<file path="src/rtl/bratcr_ctrl.sv">
// ---------------------------------------------------------------------------
// bratcr_ctrl
//   Bookkeeping for the Branch RAT Copy Register checkpoints. Hands out
//   checkpoint slots to branches renamed in ID (all-or-nothing per cycle),
//   frees them in order at retire, and on a mispredict truncates the table
//   to the mispredicted branch and sequences the FRAT restore from its
//   checkpoint, RESTORE_PER_CYC RAT entries per cycle.
//
// Ports
//   clk, rst             clock, asynchronous active-low reset
//   br_val_id            per rename slot: branch needs a checkpoint
//   br_robid_id          per rename slot: ROB id of that branch
//   alloc_stall_id       rename must hold this cycle
//   ckpt_wr_en/_idx      per slot FRAT snapshot write enable and target entry
//   br_ret_val/_robid    oldest branch retiring and its ROB id
//   mispredict_val/_robid  mispredicted branch and its ROB id
//   flush                drop every checkpoint, no restore
//   restore_act          restore sequence running
//   restore_ckpt_idx     checkpoint being copied into the RAT
//   restore_base         first RAT index written this cycle
//   restore_done         one-cycle pulse when the restore finishes
//   mispr_miss           mispredict ROB id had no valid checkpoint
//   ret_miss             retire on empty table or head ROB id mismatch
//   ckpt_cnt             occupied checkpoint entries
//
// FSM states
//   state      | meaning
//   ST_IDLE    | normal operation, allocation allowed
//   ST_RESTORE | copying checkpoint restore_idx into the RAT
//   ST_DONE    | restore finished, pulse restore_done, still stalling rename
// ---------------------------------------------------------------------------
module bratcr_ctrl #(
    parameter int ISSUE_WIDTH_MAX     = 2,
    parameter int ROB_SIZE_CLOG       = 6,
    parameter int BRATCR_NUM_ETY      = 4,
    parameter int BRATCR_NUM_ETY_CLOG = 2,
    parameter int RAT_SIZE            = 32,
    parameter int RESTORE_PER_CYC     = 8,
    localparam int RAT_IDX_W          = $clog2(RAT_SIZE),
    localparam int IDX_W              = BRATCR_NUM_ETY_CLOG,
    localparam int CNT_W              = BRATCR_NUM_ETY_CLOG + 1
) (
    input  logic                                         clk,
    input  logic                                         rst,
    input  logic [ISSUE_WIDTH_MAX-1:0]                   br_val_id,
    input  logic [ISSUE_WIDTH_MAX-1:0][ROB_SIZE_CLOG-1:0] br_robid_id,
    output logic                                         alloc_stall_id,
    output logic [ISSUE_WIDTH_MAX-1:0]                   ckpt_wr_en,
    output logic [ISSUE_WIDTH_MAX-1:0][IDX_W-1:0]        ckpt_wr_idx,
    input  logic                                         br_ret_val,
    input  logic [ROB_SIZE_CLOG-1:0]                     br_ret_robid,
    input  logic                                         mispredict_val,
    input  logic [ROB_SIZE_CLOG-1:0]                     mispredict_robid,
    input  logic                                         flush,
    output logic                                         restore_act,
    output logic [IDX_W-1:0]                             restore_ckpt_idx,
    output logic [RAT_IDX_W-1:0]                         restore_base,
    output logic                                         restore_done,
    output logic                                         mispr_miss,
    output logic                                         ret_miss,
    output logic [CNT_W-1:0]                             ckpt_cnt
);

    localparam logic [RAT_IDX_W-1:0] RESTORE_STEP = RAT_IDX_W'(RESTORE_PER_CYC);
    localparam logic [RAT_IDX_W-1:0] LAST_BASE    = RAT_IDX_W'(RAT_SIZE - RESTORE_PER_CYC);
    localparam logic [CNT_W-1:0]     NUM_ETY      = CNT_W'(BRATCR_NUM_ETY);

    typedef enum logic [1:0] {
        ST_IDLE    = 2'd0,
        ST_RESTORE = 2'd1,
        ST_DONE    = 2'd2
    } state_t;

    state_t                                     state_q, state_d;
    logic [BRATCR_NUM_ETY-1:0]                  valid_q, valid_d;
    logic [BRATCR_NUM_ETY-1:0][ROB_SIZE_CLOG-1:0] robid_q, robid_d;
    logic [IDX_W-1:0]                           head_q, head_d;
    logic [IDX_W-1:0]                           tail_q, tail_d;
    logic [CNT_W-1:0]                           cnt_q, cnt_d;
    logic [RAT_IDX_W-1:0]                       restore_ptr_q, restore_ptr_d;
    logic [IDX_W-1:0]                           restore_idx_q, restore_idx_d;

    logic             busy;
    logic [CNT_W-1:0] need;
    logic [CNT_W-1:0] free_slots;
    logic             stall_raw;
    logic             alloc_go;
    logic [CNT_W-1:0] alloc_count;
    logic [IDX_W-1:0] slot_ofs;

    logic             ret_free;

    logic             mis_hit;
    logic [IDX_W-1:0] mis_idx;
    logic [IDX_W-1:0] scan_idx;
    logic [IDX_W-1:0] mis_age;
    logic [IDX_W-1:0] cur_age;
    logic             mis_accept;
    logic [IDX_W-1:0] ent_age;

    assign busy       = (state_q != ST_IDLE);
    assign free_slots = NUM_ETY - cnt_q;

    always_comb begin
        need = '0;
        for (int i = 0; i < ISSUE_WIDTH_MAX; i++) begin
            need = need + CNT_W'(br_val_id[i]);
        end
    end

    // Combinational outputs are qualified with rst so that everything reads
    // 0 while reset is held, whatever the inputs are doing.
    assign stall_raw      = (need > free_slots) | busy | mispredict_val | flush;
    assign alloc_stall_id = rst & stall_raw;
    assign alloc_go       = rst & ~stall_raw & (need != '0);
    assign alloc_count    = alloc_go ? need : '0;

    // k-th requesting slot (in slot order) lands at tail+k.
    always_comb begin
        ckpt_wr_en  = '0;
        ckpt_wr_idx = '0;
        slot_ofs    = '0;
        for (int i = 0; i < ISSUE_WIDTH_MAX; i++) begin
            if (br_val_id[i]) begin
                if (alloc_go) begin
                    ckpt_wr_en[i]  = 1'b1;
                    ckpt_wr_idx[i] = tail_q + slot_ofs;
                end
                slot_ofs = slot_ofs + IDX_W'(1);
            end
        end
    end

    assign ret_free = br_ret_val & ~flush & valid_q[head_q] &
                      (robid_q[head_q] == br_ret_robid);
    assign ret_miss = rst & br_ret_val & ~flush & ~ret_free;

    // CAM scan from youngest to oldest so the oldest match wins if a ROB id
    // ever appears twice.
    always_comb begin
        mis_hit  = 1'b0;
        mis_idx  = '0;
        scan_idx = '0;
        for (int a = BRATCR_NUM_ETY - 1; a >= 0; a--) begin
            scan_idx = head_q + IDX_W'(a);
            if (valid_q[scan_idx] && (robid_q[scan_idx] == mispredict_robid)) begin
                mis_hit = 1'b1;
                mis_idx = scan_idx;
            end
        end
    end

    assign mis_age = mis_idx - head_q;
    assign cur_age = restore_idx_q - head_q;

    // While a restore is already running only a strictly older branch can
    // take over; anything else (same entry, younger, no match) is dropped
    // silently because the running restore already covers it.
    assign mis_accept = mispredict_val & ~flush & mis_hit &
                        (~busy | (mis_age < cur_age));
    assign mispr_miss = rst & mispredict_val & ~flush & ~mis_hit & ~busy;

    always_comb begin
        valid_d = valid_q;
        robid_d = robid_q;
        head_d  = head_q;
        tail_d  = tail_q;
        cnt_d   = cnt_q;
        ent_age = '0;
        if (flush) begin
            valid_d = '0;
            head_d  = '0;
            tail_d  = '0;
            cnt_d   = '0;
        end else begin
            if (ret_free) begin
                valid_d[head_q] = 1'b0;
                head_d          = head_q + IDX_W'(1);
            end
            if (mis_accept) begin
                for (int i = 0; i < BRATCR_NUM_ETY; i++) begin
                    ent_age = IDX_W'(i) - head_q;
                    if (ent_age > mis_age) begin
                        valid_d[i] = 1'b0;
                    end
                end
                tail_d = mis_idx + IDX_W'(1);
                cnt_d  = CNT_W'(mis_age) + CNT_W'(1) - CNT_W'(ret_free);
            end else begin
                for (int i = 0; i < ISSUE_WIDTH_MAX; i++) begin
                    if (ckpt_wr_en[i]) begin
                        valid_d[ckpt_wr_idx[i]] = 1'b1;
                        robid_d[ckpt_wr_idx[i]] = br_robid_id[i];
                    end
                end
                tail_d = tail_q + IDX_W'(alloc_count);
                cnt_d  = cnt_q + alloc_count - CNT_W'(ret_free);
            end
        end
    end

    always_ff @(posedge clk or negedge rst) begin
        if (!rst) begin
            state_q <= ST_IDLE;
        end else begin
            state_q <= state_d;
        end
    end

    always_comb begin
        state_d          = state_q;
        restore_ptr_d    = restore_ptr_q;
        restore_idx_d    = restore_idx_q;
        restore_act      = 1'b0;
        restore_done     = 1'b0;
        restore_ckpt_idx = '0;
        restore_base     = '0;
        case (state_q)
            ST_RESTORE: begin
                restore_act      = 1'b1;
                restore_ckpt_idx = restore_idx_q;
                restore_base     = restore_ptr_q;
                restore_ptr_d    = restore_ptr_q + RESTORE_STEP;
                if (restore_ptr_q == LAST_BASE) begin
                    state_d       = ST_DONE;
                    restore_ptr_d = '0;
                end
            end
            ST_DONE: begin
                restore_done = 1'b1;
                state_d      = ST_IDLE;
            end
            default: begin
                state_d = ST_IDLE;
            end
        endcase
        if (mis_accept) begin
            state_d       = ST_RESTORE;
            restore_ptr_d = '0;
            restore_idx_d = mis_idx;
        end
        if (flush) begin
            state_d       = ST_IDLE;
            restore_ptr_d = '0;
        end
    end

    always_ff @(posedge clk or negedge rst) begin
        if (!rst) begin
            valid_q       <= '0;
            robid_q       <= '0;
            head_q        <= '0;
            tail_q        <= '0;
            cnt_q         <= '0;
            restore_ptr_q <= '0;
            restore_idx_q <= '0;
        end else begin
            valid_q       <= valid_d;
            robid_q       <= robid_d;
            head_q        <= head_d;
            tail_q        <= tail_d;
            cnt_q         <= cnt_d;
            restore_ptr_q <= restore_ptr_d;
            restore_idx_q <= restore_idx_d;
        end
    end

    assign ckpt_cnt = cnt_q;

endmodule

</file>
<file path="config.mk">
export PLATFORM = sky130hd
export DESIGN_NAME = bratcr_ctrl
export DESIGN_NICKNAME = d
export VERILOG_FILES = /design/src/rtl/bratcr_ctrl.sv
export SDC_FILE = /design/constraint.sdc
export NUM_CORES = 1
export LEC_CHECK = 0
export CAP_MARGIN = 20
export CORE_MARGIN = 1.5
export CORE_UTILIZATION = 50
export DETAILED_ROUTE_END_ITERATION = 10
export PLACE_DENSITY = 0.73
export SYNTH_ARGS = -nofsm -noshare
export SYNTH_HDL_FRONTEND = slang
export SYNTH_SLANG_ARGS = --single-unit
</file>
<file path="constraint.sdc">
create_clock -name clk -period 7.1 [get_ports clk]
set_input_delay 1.42 -clock clk [delete_from_list [all_inputs] [get_ports clk]]
set_output_delay 1.42 -clock clk [all_outputs]
set_load 0.02 [all_outputs]
</file>
==> flow_summary.json, run 1 <==
{
  "first_global_vias": 3418,
  "holdCritStartpoint": "restore_idx_q[0]$_DFFE_PN0P_",
  "vias": 3410,
  "synth_top_area_cell": "dfrtp_1",
  "path_common_cell": "ha_1",
  "final.setup.tns_ps": 0,
  "arrival_ps": 6310,
  "drv_cap": 0,
  "hold_depth": 2,
  "rows": 32,
  "skew_ps": 12.7,
  "cts_tree": "yes",
  "fill_cells": 698,
  "hp-class": "flip-flop to flip-flop",
  "leakagePower_nw": 1.90,
  "cp_max_fo": 21,
  "worstPathCellList": "inv_1 -> buf_4 -> ha_1 -> buf_4 -> mux2i_1 -> xnor2_1 -> o32ai_1 -> o2111ai_1 -> o21a_1 -> o22a_1 -> ha_1 -> xnor2_1 -> ha_1 -> a21oi_1 -> o211ai_1 -> a41oi_4 -> nor2_2 -> a211o_1 -> a2111oi_2 -> nand2_1",
  "syn_inst": 441,
  "setup_viol": 0,
  "final_area_mm2": 0.00474,
  "initial_core_util": 0.527,
  "status": "finished, final reports clean",
  "rsz0062_at_grt": "false",
  "netlist.area_leader.share": 0.248,
  "finalWirelength_um": 10200,
  "ctsHoldBuffers": 0,
  "ys_seq_area_frac": 0.248,
  "htreeDepth": 2,
  "drc_errors": 0,
  "ys_warn_count": 0,
  "crit_start": "head_q[0]$_DFFE_PN0P_",
  "async_flop_share": 1.00,
  "grt_pass1_wl_um": 17300,
  "max_slew_margin": 0.407,
  "syn_to_final_growth_pct": 14.6,
  "syn-cell-area_mm2": 0.00414,
  "syn_avg_cell_area_um2": 9.38,
  "drtIter0Drc": 223,
  "cts_made_buffers": 5,
  "fin_crit_ps": 6120,
  "diodes": 0,
  "multi_input_area_mm2": 0.00284,
  "postCtsSetupRepairBufs": 0,
  "power_per_cell_area_mw_per_mm2": 160,
  "core_area_mm2": 0.00785,
  "synth_edf_count": 0,
  "yosysMostFrequentCell": "mux2i_1",
  "critPathTopFamily": "compound AO/OA/AOI/OAI gates",
  "regArea_mm2": 0.00103,
  "port_buffers": 48,
  "critical_path_class": "flip-flop to flip-flop",
  "gp_congestion": 0.967,
  "clockBufferDepth": 2,
  "cts-root-buf": "clkbuf_8",
  "routed_via_density": 5.89,
  "nets": 530,
  "cts_resized": 0,
  "slew_viol_final": 0,
  "path_buf_inv": 3,
  "synthFlopType": "dfrtp_1",
  "clock_latency_ps": 300,
  "ant_nets": 0,
  "cp-end-kind": "flip-flop",
  "crit_required_ps": 7280,
  "synth_area_leaders": "dfrtp_1, mux2i_1, xnor2_1, ha_1, mux4_1",
  "placed_area_mm2": 0.00463,
  "gr-total-overflow": 0,
  "synth-seq-cells": 41,
  "startpoint_type": "flip-flop",
  "ys_types": 62,
  "r2r_cells": 20,
  "post_drt_wl_per_cell_um": 17.6,
  "antenna_found_initial": 0,
  "fmax_ghz": 0.163,
  "worstMarginPinSlew_ps": 889,
  "ys_top_cells_by_count": "mux2i_1, xnor2_1, dfrtp_1",
  "crit_cells": 20,
  "dieWidth_um": 94.0,
  "max_stage_delay_ps": 880,
  "slowest_stage": "ha_1",
  "hold_viol": 0,
  "grt_max_degree": 44,
  "drive_gt1_frac": 0.0839,
  "die_area_mm2": 0.00883,
  "irDropWorstVdd_v": 0.000115,
  "ios": 52,
  "min_period_over_period": 0.862,
  "die_h_um": 94.0,
  "dp.final_hpwl_um": 7660,
  "grt_usage": 0.252,
  "cts_sinks": 41,
  "cts.reportedPaths.clkPinSlew_ps": 90,
  "drtPass1Iterations": 4,
  "r2r-start": "head_q[0]$_DFFE_PN0P_"
}
-- sequential cells by signal, summed over array words and instances, names as in the netlist --
register	flops
restore_ptr_q	2
state_q	2
robid_q	24
ckpt_cnt	3
restore_idx_q	2
tail_q	2
head_q	2
valid_q	4
-- through the flow --
step                power, mW  hold slack, ps  setup WS (ps)  cells  utilization
floorplan               0.489             466           1500    443            -
global placement        0.561             494           1000    571        0.590
detailed placement      0.572             506            856    571        0.590
CTS                     0.761             521           1040    579        0.604
global route            0.806             560            567    579        0.604
finish                  0.760             518            978    579        0.604
-- logic make-up (layout without fill, tap and decap cells) --
family                   after synthesis  after routing  synth area share
AO/OA/AOI/OAI                         73             73             0.129
flip-flops                            41             41             0.248
AND/OR/NAND/NOR                      127            127             0.155
buffers and inverters                 56             90            0.0675
other                                  1              3          0.000907
XOR/XNOR                              53             53             0.116
adder cells (fa/ha/maj)               23             23            0.0714
multiplexers                          67             67             0.212
-- per-layer routing --
layer,vias to the layer above,GRT usage,share of wire
met5,-,0,0
met4,0,0.0771,0.014
met3,12,0.0340,0.057
met2,99,0.382,0.45
met1,1648,0.371,0.48
li1,1651,-,-
-- tightest hold or removal path, stage by stage (launching register included) --
cell	delay, ps
dfrtp_1	340
nor2_1	50
nor2_1	80
-- where the power goes --
part / switching [mW] / internal [mW]
clock network: 0.0856 / 0.106
logic: 0.116 / 0.129
registers: 0.0547 / 0.269
total: 0.256 / 0.504
-- layout by cell type (no fill, tap or decap), types with 3 or more instances in the layout --
cell type and instances:
a21oi_1 26, and2_1 5, and3_1 5, buf_4 9
clkbuf_8 5, clkdlybuf4s50_1 47, conb_1 3, dfrtp_1 41
ha_1 22, inv_1 25, mux2_2 4, mux2i_1 49
mux4_1 7, mux4_2 7, nand2_1 33, nand3_1 6
nand4_1 8, nor2_1 34, nor3_1 11, nor4_1 6
o2111ai_1 4, o211ai_1 3, o21a_1 3, o21ai_0 10
o221ai_1 3, o32ai_1 3, or2_2 3, xnor2_1 45
xor2_1 7
-- final cells by class --
cell class / count / area share
clock buffer: 6 / 0.0153
timing repair buffer: 57 / 0.115
sequential: 41 / 0.216
clock inverter: 2 / 0.00818
inverter: 25 / 0.0198
tap: 102 / 0.0269
multi-input combinational: 346 / 0.599
-- path summary, 6_finish.rpt --
path	end	slack (ps)
max	valid_q[2]$_DFF_PN0_	980
min	restore_idx_q[0]$_DFFE_PN0P_	520
max reg2reg	valid_q[2]$_DFF_PN0_	980
min reg2reg	restore_idx_q[0]$_DFFE_PN0P_	520
max in group asynchronous	restore_idx_q[0]$_DFFE_PN0P_	5520
min in group asynchronous	robid_q[5]$_DFFE_PN0P_	1180
No activity file was read; power rests on OpenSTA's default activity.
==> inputs of run 2 (changes only) <==
CORE_MARGIN = 2   (was 1.5)
==> run 2 against run 1 <==
Worst hold slack lost 4.4 ps. Final area shrank 0.21%. Clock skew shrank 3.5 ps. Global-route usage shrank 0.85 points. Cell count grew 0.52%. Register-to-register slack lost 50 ps. Sequential cell count is the same. Combinational power is essentially flat. Die area grew 2.1%. Critical path type unchanged.
==> flow_summary.json, run 2 (synthesis results as in run 1) <==
{
  "status": "finished, final reports clean",
  "cts_tree": "yes",
  "startpoint_type": "flip-flop",
  "clockBufferDepth": 2,
  "clock_latency_ps": 310,
  "final_common_cell": "mux2i_1",
  "final.setup.tns_ps": 0,
  "max_stage_delay_ps": 730,
  "drtPass1Iterations": 4,
  "seq_power_share": 0.438,
  "min_period_over_period": 0.870,
  "slowest_stage": "ha_1",
  "met1_length_um": 4810,
  "hold_viol": 0,
  "whs_ps": 513,
  "cp-end-kind": "flip-flop",
  "cts_sinks": 41,
  "fill_cells": 732,
  "hold_depth": 2,
  "dp.final_hpwl_um": 7910,
  "ctsHoldBuffers": 0,
  "drv_cap": 0,
  "cts-root-buf": "clkbuf_8",
  "drive_gt1_frac": 0.0860,
  "grt_usage": 0.243,
  "final_area_mm2": 0.00473,
  "irDropWorstVdd_v": 0.0000852,
  "postCtsSetupRepairBufs": 0,
  "wl_met3_um": 581,
  "post_drt_wl_per_cell_um": 17.9,
  "dpl.cell_count": 574,
  "dieWidth_um": 95.0,
  "nets": 530,
  "path_buf_inv": 2,
  "core_area_mm2": 0.00813,
  "fmax_ghz": 0.162,
  "drc_errors": 0,
  "gp_congestion": 0.904,
  "rows": 33,
  "vias": 3432,
  "setup_viol": 0,
  "drtIter0Drc": 177,
  "arrival_ps": 6370,
  "crit_cells": 19,
  "port_buffers": 48,
  "crit_required_ps": 7290,
  "p_clk_frac": 0.233,
  "gr-total-overflow": 0,
  "initial_core_util": 0.509,
  "path_common_cell": "ha_1",
  "antenna_found_initial": 0,
  "worstMarginPinSlew_ps": 770,
  "worstPathCellList": "inv_1 -> ha_1 -> buf_4 -> mux2i_1 -> xnor2_1 -> o32ai_1 -> o2111ai_1 -> o21a_1 -> o22a_1 -> ha_1 -> xnor2_1 -> ha_1 -> a21oi_1 -> o211ai_1 -> a41oi_4 -> nor2_2 -> a211o_1 -> a2111oi_2 -> nand2_1",
  "cts.reportedPaths.clkPinSlew_ps": 90,
  "finalWirelength_um": 10400,
  "hp-class": "flip-flop to flip-flop",
  "skew_ps": 9.23,
  "critPathTopFamily": "compound AO/OA/AOI/OAI gates",
  "leakagePower_nw": 1.89,
  "p_int_mw": 0.473,
  "max_slew_margin": 0.487,
  "ant_nets": 0,
  "grt_pass1_wl_um": 16900,
  "final_cell_mix": "mux2i_1, clkdlybuf4s50_1, xnor2_1",
  "wl_met2_um": 4900,
  "htreeDepth": 2,
  "r2r_cells": 19,
  "die_h_um": 95.0,
  "grt_max_degree": 43,
  "die_area_mm2": 0.00902,
  "placed_area_mm2": 0.00463,
  "rsz0062_at_grt": "false",
  "cts_made_buffers": 5,
  "largest_reg_flops": 24,
  "power_frac_comb": 0.329,
  "swShare": 0.362,
  "routed_via_density": 5.90,
  "syn_to_final_growth_pct": 14.4,
  "power_per_cell_area_mw_per_mm2": 157,
  "largest-register": "robid_q",
  "stdcell_count": 582,
  "first_global_vias": 3330,
  "diodes": 0,
  "cts_resized": 0,
  "critical_path_class": "flip-flop to flip-flop",
  "ios": 52,
  "slew_viol_final": 0,
  "fin_crit_ps": 6180,
  "p_sw_mw": 0.268,
  "cp_max_fo": 21,
  "highest_layer": "met4"
}
-- run 2: final timing paths --
kind,from,to,slack (ps)
max,head_q[0]$_DFFE_PN0P_,valid_q[2]$_DFF_PN0_,920
min,restore_idx_q[0]$_DFFE_PN0P_,restore_idx_q[0]$_DFFE_PN0P_,510
max reg2reg,head_q[0]$_DFFE_PN0P_,valid_q[2]$_DFF_PN0_,920
min reg2reg,restore_idx_q[0]$_DFFE_PN0P_,restore_idx_q[0]$_DFFE_PN0P_,510
max in group asynchronous,rst,valid_q[1]$_DFF_PN0_,5540
min in group asynchronous,rst,robid_q[23]$_DFFE_PN0P_,1180
-- run 2: final cells by class --
type                    count  area, um^2  share of cell area
clock inverters             3        28.8             0.00608
flip-flops and latches     41        1030               0.217
repair buffers             57         543               0.115
inverters                  25        93.8              0.0198
well taps                 105         131              0.0278
clock buffers               5        68.8              0.0145
multi-input cells         346        2840               0.600
-- run 2: power by group through the flow --
stage / Combinational, mW / Sequential [mW] / Clock, mW
after detailed placement: 0.245 / 0.326 / 0
after global routing: 0.270 / 0.330 / 0.186
after global placement: 0.239 / 0.321 / 0
final: 0.244 / 0.324 / 0.172
after floorplan: 0.185 / 0.304 / 0
after CTS: 0.245 / 0.322 / 0.176
-- run 2: metrics by stage --
stage / util / setup WS, ps / total power [mW]
CTS: 0.582 / 1010 / 0.743
finish: 0.582 / 923 / 0.741
global placement: 0.570 / 1020 / 0.559
floorplan: - / 1500 / 0.489
detailed placement: 0.570 / 849 / 0.571
global route: 0.582 / 517 / 0.786
-- run 2: worst register-to-register path, stage by stage, from the launching register on --
cell and delay (ps):
dfrtp_1 380, inv_1 340, ha_1 730, buf_4 340, mux2i_1 250, xnor2_1 90
o32ai_1 300, o2111ai_1 360, o21a_1 310, o22a_1 320, ha_1 380, xnor2_1 350
ha_1 290, a21oi_1 130, o211ai_1 150, a41oi_4 550, nor2_2 110, a211o_1 320
a2111oi_2 270, nand2_1 80
-- run 2: routing by layer --
layer | track usage | vias to the layer above
met5 | 0 | -
met4 | 0.0556 | 0
met3 | 0.0247 | 9
met2 | 0.386 | 102
met1 | 0.359 | 1665
li1 | - | 1656
